`src/rtl/time_set_ctrl.sv`:
```
// Operator time-set controller: loads the running time, edits sec/min/hour, commits as three BCD RTC writes.
// Latency: edits visible on *_bcd one cycle after the button pulse; each write holds until wr_ack or timeout.
// Backpressure: wr_req/wr_addr/wr_data held stable until wr_ack; all operator inputs ignored while writing.
module time_set_ctrl #(
    parameter logic [7:0]  ADDR_SEG    = 8'h21,
    parameter logic [7:0]  ADDR_MIN    = 8'h22,
    parameter logic [7:0]  ADDR_HOR    = 8'h23,
    parameter int unsigned ACK_TIMEOUT = 255
) (
    input  logic       clk,
    input  logic       reset,
    input  logic       prog_en,
    input  logic       btn_next,
    input  logic       btn_up,
    input  logic       btn_down,
    input  logic       btn_enter,
    input  logic [5:0] cur_seg,
    input  logic [5:0] cur_min,
    input  logic [4:0] cur_hor,
    input  logic       wr_ack,
    output logic       wr_req,
    output logic [7:0] wr_addr,
    output logic [7:0] wr_data,
    output logic [1:0] field_sel,
    output logic [7:0] seg_bcd,
    output logic [7:0] min_bcd,
    output logic [7:0] hor_bcd,
    output logic       busy,
    output logic       done,
    output logic       err
);

    typedef enum logic [3:0] {
        IDLE     = 4'd0,
        EDIT_SEG = 4'd1,
        EDIT_MIN = 4'd2,
        EDIT_HOR = 4'd3,
        WR_SEG   = 4'd4,
        GAP1     = 4'd5,
        WR_MIN   = 4'd6,
        GAP2     = 4'd7,
        WR_HOR   = 4'd8,
        FIN      = 4'd9
    } state_t;

    // Wait-counter value at which an unacknowledged write is abandoned.
    localparam logic [7:0] TMO = 8'(ACK_TIMEOUT);

    state_t     state;
    logic       prog_q;
    logic [5:0] seg;
    logic [5:0] min;
    logic [4:0] hor;
    logic [7:0] wait_cnt;
    logic [7:0] wait_nxt;
    logic       prog_rise;

    logic       step_up;
    logic       step_dn;
    logic [5:0] seg_nxt;
    logic [5:0] min_nxt;
    logic [4:0] hor_nxt;
    logic [5:0] hor_w;

    // Binary (0-63) to two-digit BCD; out-of-range loads still render sensibly.
    function automatic logic [7:0] to_bcd(input logic [5:0] v);
        logic [3:0] tens;
        logic [5:0] rem;
        tens = 4'd0;
        rem  = v;
        if (v >= 6'd60) begin
            tens = 4'd6;
            rem  = v - 6'd60;
        end else if (v >= 6'd50) begin
            tens = 4'd5;
            rem  = v - 6'd50;
        end else if (v >= 6'd40) begin
            tens = 4'd4;
            rem  = v - 6'd40;
        end else if (v >= 6'd30) begin
            tens = 4'd3;
            rem  = v - 6'd30;
        end else if (v >= 6'd20) begin
            tens = 4'd2;
            rem  = v - 6'd20;
        end else if (v >= 6'd10) begin
            tens = 4'd1;
            rem  = v - 6'd10;
        end
        return {tens, rem[3:0]};
    endfunction

    // Increment with wrap to zero past the field maximum.
    function automatic logic [5:0] inc_wrap(input logic [5:0] v, input logic [5:0] vmax);
        return (v >= vmax) ? 6'd0 : v + 6'd1;
    endfunction

    // Decrement with wrap from zero (or an out-of-range value) to the field maximum.
    function automatic logic [5:0] dec_wrap(input logic [5:0] v, input logic [5:0] vmax);
        return (v == 6'd0 || v > vmax) ? vmax : v - 6'd1;
    endfunction

    assign prog_rise = prog_en & ~prog_q;
    assign wait_nxt  = wait_cnt + 8'd1;

    // Display values follow the counters directly.
    assign seg_bcd = to_bcd(seg);
    assign min_bcd = to_bcd(min);
    assign hor_bcd = to_bcd({1'b0, hor});

    // Next counter values for an edit in the current field; up+down together cancel.
    always_comb begin
        step_up = btn_up & ~btn_down;
        step_dn = btn_down & ~btn_up;
        seg_nxt = seg;
        min_nxt = min;
        hor_nxt = hor;
        hor_w   = {1'b0, hor};
        if (state == EDIT_SEG) begin
            if (step_up) seg_nxt = inc_wrap(seg, 6'd59);
            else if (step_dn) seg_nxt = dec_wrap(seg, 6'd59);
        end
        if (state == EDIT_MIN) begin
            if (step_up) min_nxt = inc_wrap(min, 6'd59);
            else if (step_dn) min_nxt = dec_wrap(min, 6'd59);
        end
        if (state == EDIT_HOR) begin
            if (step_up) hor_w = inc_wrap({1'b0, hor}, 6'd23);
            else if (step_dn) hor_w = dec_wrap({1'b0, hor}, 6'd23);
            hor_nxt = hor_w[4:0];
        end
    end

    // Control FSM with registered outputs: edit, then seconds/minutes/hours writes separated by one idle cycle.
    always_ff @(posedge clk or negedge reset) begin
        if (!reset) begin
            state     <= IDLE;
            prog_q    <= 1'b0;
            seg       <= 6'd0;
            min       <= 6'd0;
            hor       <= 5'd0;
            wait_cnt  <= 8'd0;
            wr_req    <= 1'b0;
            wr_addr   <= 8'd0;
            wr_data   <= 8'd0;
            field_sel <= 2'd0;
            busy      <= 1'b0;
            done      <= 1'b0;
            err       <= 1'b0;
        end else begin
            prog_q <= prog_en;
            done   <= 1'b0;
            err    <= 1'b0;
            case (state)
                IDLE: begin
                    if (prog_rise) begin
                        seg       <= cur_seg;
                        min       <= cur_min;
                        hor       <= cur_hor;
                        state     <= EDIT_SEG;
                        field_sel <= 2'd1;
                        busy      <= 1'b1;
                    end
                end

                EDIT_SEG, EDIT_MIN, EDIT_HOR: begin
                    if (!prog_en) begin
                        // Operator walked away: drop the edit without writing.
                        state     <= IDLE;
                        field_sel <= 2'd0;
                        busy      <= 1'b0;
                    end else if (btn_enter) begin
                        // Enter outranks every other button pressed in the same cycle.
                        state     <= WR_SEG;
                        field_sel <= 2'd0;
                        wr_req    <= 1'b1;
                        wr_addr   <= ADDR_SEG;
                        wr_data   <= seg_bcd;
                        wait_cnt  <= 8'd0;
                    end else begin
                        seg <= seg_nxt;
                        min <= min_nxt;
                        hor <= hor_nxt;
                        if (btn_next) begin
                            if (state == EDIT_SEG) begin
                                state     <= EDIT_MIN;
                                field_sel <= 2'd2;
                            end else if (state == EDIT_MIN) begin
                                state     <= EDIT_HOR;
                                field_sel <= 2'd3;
                            end else begin
                                state     <= EDIT_SEG;
                                field_sel <= 2'd1;
                            end
                        end
                    end
                end

                WR_SEG, WR_MIN, WR_HOR: begin
                    if (wr_ack) begin
                        wr_req  <= 1'b0;
                        wr_addr <= 8'd0;
                        wr_data <= 8'd0;
                        if (state == WR_SEG) begin
                            state <= GAP1;
                        end else if (state == WR_MIN) begin
                            state <= GAP2;
                        end else begin
                            state <= FIN;
                            done  <= 1'b1;
                        end
                    end else if (wait_nxt == TMO) begin
                        // Bus never answered: abort the whole commit, keep edited values.
                        wr_req   <= 1'b0;
                        wr_addr  <= 8'd0;
                        wr_data  <= 8'd0;
                        err      <= 1'b1;
                        busy     <= 1'b0;
                        state    <= IDLE;
                        wait_cnt <= 8'd0;
                    end else begin
                        wait_cnt <= wait_nxt;
                    end
                end

                GAP1: begin
                    state    <= WR_MIN;
                    wr_req   <= 1'b1;
                    wr_addr  <= ADDR_MIN;
                    wr_data  <= min_bcd;
                    wait_cnt <= 8'd0;
                end

                GAP2: begin
                    state    <= WR_HOR;
                    wr_req   <= 1'b1;
                    wr_addr  <= ADDR_HOR;
                    wr_data  <= hor_bcd;
                    wait_cnt <= 8'd0;
                end

                FIN: begin
                    state <= IDLE;
                    busy  <= 1'b0;
                end

                default: begin
                    state     <= IDLE;
                    wr_req    <= 1'b0;
                    field_sel <= 2'd0;
                    busy      <= 1'b0;
                end
            endcase
        end
    end

endmodule

```
`config.mk`:
```
export PLATFORM = sky130hd
export DESIGN_NAME = time_set_ctrl
export DESIGN_NICKNAME = d
export VERILOG_FILES = /design/src/rtl/time_set_ctrl.sv
export SDC_FILE = /design/constraint.sdc
export NUM_CORES = 1
export LEC_CHECK = 0
export ABC_AREA = 1
export CAP_MARGIN = 20
export CELL_PAD_IN_SITES_DETAIL_PLACEMENT = 0
export CELL_PAD_IN_SITES_GLOBAL_PLACEMENT = 1
export CORE_AREA = 2 2 96 98
export CTS_CLUSTER_DIAMETER = 50
export DETAILED_ROUTE_END_ITERATION = 6
export DIE_AREA = 0 0 98 100
export DONT_BUFFER_PORTS = 1
export PLACE_DENSITY_LB_ADDON = 0.1
export SLEW_MARGIN = 5
export SYNTH_ARGS = -nofsm -noshare
export SYNTH_HDL_FRONTEND = slang
export SYNTH_SLANG_ARGS = --single-unit
export TNS_END_PERCENT = 100
```
`constraint.sdc`:
```
create_clock -name clk -period 3.7 [get_ports clk]
set_input_delay 0 -clock clk [delete_from_list [all_inputs] [get_ports clk]]
set_output_delay 0 -clock clk [all_outputs]
set_load 0.01 [all_outputs]
```
Word-level counts from Yosys, hierarchy flattened --
Index checks and enable logic that the tools add are counted.
Operators by class: add/sub/neg operators 25, order comparisons 24, eq/ne operators 23, multiplexer cells 110, bitwise operators 9, reductions and logical operators 24
Operator list (count):
- 4-bit two-way mux | 27
- 6-bit two-way mux | 16
- 8-bit two-way mux | 10
- 8-bit case mux with 4 select lines | 2
- 6-bit greater-or-equal comparator (second input constant) | 8
- 4-bit subtractor (second input constant) | 12
- 5-bit two-way mux | 8
- 2-bit two-way mux | 14
- 6-bit by 5-bit greater-or-equal comparator with 1-bit output (second input constant) | 4
- 3-bit two-way mux | 8
- 6-bit case mux with 2 select lines | 2
- 8-bit case mux with 3 select lines | 1
- 2-bit inequality test (second input constant) | 10
- 4-bit case mux with 5 select lines | 1
- 5-bit by 6-bit greater-or-equal comparator with 1-bit output (second input constant) | 3
- 6-bit AND reduction | 3
- 1-bit two-way mux | 17
- 4-bit by 3-bit == test with 1-bit output (second input constant) | 4
- 5-bit greater-or-equal comparator (second input constant) | 3
- 6-bit by 1-bit adder with 6-bit output (second input constant) | 2
- 6-bit by 4-bit greater-or-equal comparator with 1-bit output (second input constant) | 2
- 6-bit greater-than comparator (second input constant) | 2
- 6-bit logical NOT | 2
- 4-bit AND reduction | 3
- 30 further kinds | 51
Word-level totals: register bits 52, bits of input ports 25, output and inout bits 46, word-level logic and storage cells 228

Longest topological paths before layout --
word-level depth 10, mapped depth 18, mapped depth without buffers 17

Least setup slack after synthesis --
No wires, ideal clock.
path kind register to register, from register min[3], to register wr_data[2], data arrival time 1.763 ns, required time 3.584 ns, slack 1.821 ns, stages on the path, launching flop included 15, path buffers 1, period minus slack after synthesis 1.879 ns, cells stage by stage dfrtp_1 -> clkbuf_2 -> inv_1 -> ha_1 -> a21boi_0 -> a21oi_1 -> inv_1 -> o21ai_0 -> inv_1 -> nand2_1 -> nand2_1 -> nand2_1 -> nand2_1 -> nand2_1 -> nand2_1
Between the ends: cells in the longest elaborated chain, start to end 8
RTL lines:
- start, declared | RTL line 52 | logic [5:0] min;
- start signal, assigned | RTL line 158 | min <= cur_min;
- start signal, assigned | RTL line 182 | min <= min_nxt;
- 6-bit by 4-bit greater-or-equal comparator with 1-bit output | RTL line 86 | end else if (v >= 6'd10) begin
- 4-bit two-way mux | RTL line 86
- 4-bit two-way mux | RTL line 83 | end else if (v >= 6'd20) begin
- 4-bit two-way mux | RTL line 80 | end else if (v >= 6'd30) begin
- 4-bit two-way mux | RTL line 77 | end else if (v >= 6'd40) begin
- 4-bit two-way mux | RTL line 74 | end else if (v >= 6'd50) begin
- 4-bit two-way mux (*) | RTL line 71 | if (v >= 6'd60) begin
- named net min_bcd[2] | RTL line 26 | output logic [7:0] min_bcd,
- 8-bit case mux with 4 select lines (*) | RTL line 154 | case (state)
- end signal, assigned | RTL line 178 | wr_data <= seg_bcd;
- end signal, assigned | RTL line 230 | wr_data <= min_bcd;
- end signal, assigned | RTL line 238 | wr_data <= hor_bcd;
- end, declared | RTL line 23 | output logic [7:0] wr_data,
Mark *: on every way through the listed nets, which the timed path passes. The rest lies on a longest branch. A chain may end at the register's enable or synchronous reset.

Worst setup path in the final report --
from register state[3], to register min[0]
Between the ends: cells in the longest elaborated chain, start to end 4
RTL lines:
- start, declared | RTL line 49 | state_t state;
- start signal, assigned | RTL line 137 | state <= IDLE;
- start signal, assigned | RTL line 160 | state <= EDIT_SEG;
- start signal, assigned | RTL line 169 | state <= IDLE;
- 4-bit by 2-bit == test with 1-bit output (tied with other cells) | RTL line 154
- 3-bit OR reduction | RTL line 154
- 3-bit inequality test (no source line) (tied with other cells)
- 6-bit AND reduction (no source line)
Several ways; a longest one is shown, not always the timed one.

==> metrics.cfg <==
[route]
post_drt_wl_per_cell_microns=15.90
routed_wl_microns=12010
post-route-drc-count=0
viasPerCell=5.423
ant_nets=0
vias=4094
first_pass_iters=5
drt_iter0_markers=180

[synthesis]
synth_edf_count=0
syn_inst=628
netlist_area_sq_mm=0.004280
ys_seq_area_share_pct=26.89
synth_warnings=0
synthArstFlopShare_pct=100.0
ys.flop_type=dfrtp_1
yosysUniqueCellTypes=45
ys_ff_latch=46
syn_avg_cell_area_sq_um=6.816

[setup_path]
crit_family=simple AND/OR/NAND/NOR gates
worst-path-stages=8
cp_max_fo=25
worstPathCellList=nor2_1 > inv_1 > nor2_4 > inv_1 > o21ai_2 > nor2_1 > o211ai_1 > o21ai_0
cp_num_buf_inv=2
crit_type=register to register
arrival_ns=2.69
cp.required_ns=3.86
max_stage_delay_ns=0.51
cp_slowest_cell=nor2_4
end_kind=register
rr_worst_depth=8
start_kind=register

[die]
core_area_sq_mm=0.008890
dieWidth_microns=98
die-area_sq_mm=0.009800
core.rowCount=35
initial_core_util_pct=48.15
pin_count=71
fp.dieH_microns=100

[timing]
period_needed_ns=2.530
rsz0062_at_grt=false
fin_crit_sh_pct=68.38
relSlewSlack_pct=48.08
fin_setup_tns_ns=0
max_slew.worst_pin.slew_ns=0.7759
setup_ws_ns=1.170
setup_violations=0
finalClockSkew_ns=0.01156
clock.fmax_mhz=395.3
drv_slew=0
hold_viol_final=0

[cts]
path_clk_slew_ns=0.10
clk_latency_ns=0.31
cts_tree=done
clock-sinks=46
root_buffer=clkbuf_8
clockBufferDepth=2
numCtsBuffers=5
htreeDepth=2
cts_setup_buffers=0

[global_route]
grt_max_degree=47
grt_pass1_vias=4060
grt_antenna_before_repair=0
grt_pass1_wl_microns=20180
grt_overflow=0
grtUsageTotal_pct=25.39

[power]
p_leak_nw=2.263
vdd_ir_drop_max_uv=370.6
p_per_area_mw_per_mm2=1001

[final_layout]
area_growth_pct=8.243
nets=703
antenna_cells=0
final_util_pct=52.12
drive_above_1_share_pct=5.590

[placed_design]
post-dp-hpwl_microns=9258
gp_congestion=0.9632
dp_slack_ns=1.234
io_buffers=0

[hold_path]
whs_path_depth=4
min_path_type=primary input to register

[run_status]
outcome=finished clean

[run]
maxCapViolations=0

## where the power goes
part,internal (mW),total (mW),switching [mW]
Clock,0.137,0.338,0.202
Sequential,0.711,1.05,0.343
Combinational,1.03,3.25,2.21
Total,1.88,4.64,2.76
## cells in the mapped netlist (2+ instances only)
library cell | count | share of area, %
a21boi_0 | 2 | 0.35
xor2_1 | 15 | 3.1
o21a_1 | 2 | 0.35
o21ai_1 | 4 | 0.47
ha_1 | 35 | 10
nor3_1 | 4 | 0.47
o22ai_1 | 11 | 1.6
dfrtp_1 | 46 | 27
and3_1 | 2 | 0.29
buf_4 | 13 | 2.3
a31oi_1 | 2 | 0.29
clkbuf_1 | 3 | 0.26
nor2_1 | 47 | 4.1
nor2_4 | 4 | 1.1
nand2_1 | 152 | 13
buf_2 | 5 | 0.58
o21ai_2 | 5 | 1.0
o21ai_0 | 66 | 7.7
xnor2_1 | 5 | 1.0
nand3_2 | 2 | 0.47
nor2_2 | 3 | 0.44
o31ai_1 | 2 | 0.35
nand3_1 | 50 | 5.8
o221ai_1 | 10 | 2.0
o211ai_1 | 5 | 0.88
nor3_2 | 2 | 0.47
inv_1 | 90 | 7.9
inv_2 | 4 | 0.35
nand4_1 | 2 | 0.29
clkbuf_2 | 2 | 0.23
a21oi_1 | 18 | 2.1
or2_2 | 2 | 0.29
## cell type report
type	instances	area, sq um
well taps	111	138.9
repair buffers	23	245.2
fillers	926	4257
inverters	95	356.6
flip-flops and latches	46	1151
multi-input cells	472	2648
clock inverters	3	25.02
clock buffers	5	68.82
## flip-flops by register name, indices dropped and copies added (netlist names)
signal and flops:
wr_addr 3, seg 6, field_sel 2, wr_data 7
state 4, wait_cnt 8, hor 5, err 1
min 6, prog_q 1, done 1, wr_req 1
busy 1
## tightest hold or removal path: cells and delay by family
family	cells	cell delay, ns
AO/OA/AOI/OAI	1	0.09
AND/OR/NAND/NOR	3	0.19
## logic make-up after synthesis
kind of cell	count (synthesis)	synth area share (%)
AOI/OAI and AO/OA	131	17.98
xor gates and xnor gates	20	4.092
adders and majority gates	35	10.23
buffers and inverters	119	12.04
DFF	46	26.89
muxes	2	0.4969
other	1	0.08761
and+or+nand+nor	274	28.18
## stage by stage
| step | hold WS (ns) | cells | area, sq um | total power [mW] |
|---|---|---|---|---|
| detailed placement | -0.2931 | 725 | 4302 | 4.244 |
| CTS | 0.007219 | 755 | 4633 | 4.637 |
| global route | 0.07644 | 755 | 4633 | 5.197 |
| finish | 0.009317 | 755 | 4633 | 4.639 |
| floorplan | -0.2956 | 637 | 4314 | 3.532 |
| global placement | -0.2929 | 725 | 4302 | 4.251 |
## layer usage
layer / up-vias / routed length (microns) / track usage (%)
li1: 2066 / - / -
met1: 1900 / 5416 / 32.69
met2: 112 / 5597 / 42.36
met3: 16 / 795 / 6.546
met4: 0 / 196 / 7.372
met5: - / 0 / 0
## cell usage in the layout, fill, tap and decap left out, drive strengths merged, types with 10 or more instances in the layout
| cell | count |
|---|---|
| xor2 | 15 |
| ha | 35 |
| conb | 10 |
| nand2 | 153 |
| o22ai | 11 |
| a21oi | 18 |
| o221ai | 10 |
| inv | 95 |
| dlygate4sd3 | 21 |
| dfrtp | 46 |
| o21ai | 75 |
| nor2 | 54 |
| nand3 | 53 |
## final timing paths
| check | end | startpoint | slack, ns |
|---|---|---|---|
| setup / recovery | min[0] | state[3] | 1.17 |
| hold / removal | field_sel[1] | prog_en | 0.009 |
| setup reg to reg | min[0] | state[3] | 1.17 |
| hold reg to reg | busy | busy | 0.56 |
| max in group asynchronous | hor[0] | reset | 3.27 |
| min in group asynchronous | seg[3] | reset | 0.18 |
## what timing repair did
item | in CTS | in global routing
hold buffers | 22 | 0
hold endpoints to repair | 76 | 0
gates resized for setup | 0 | 0
(Power assumes the default switching activity.)
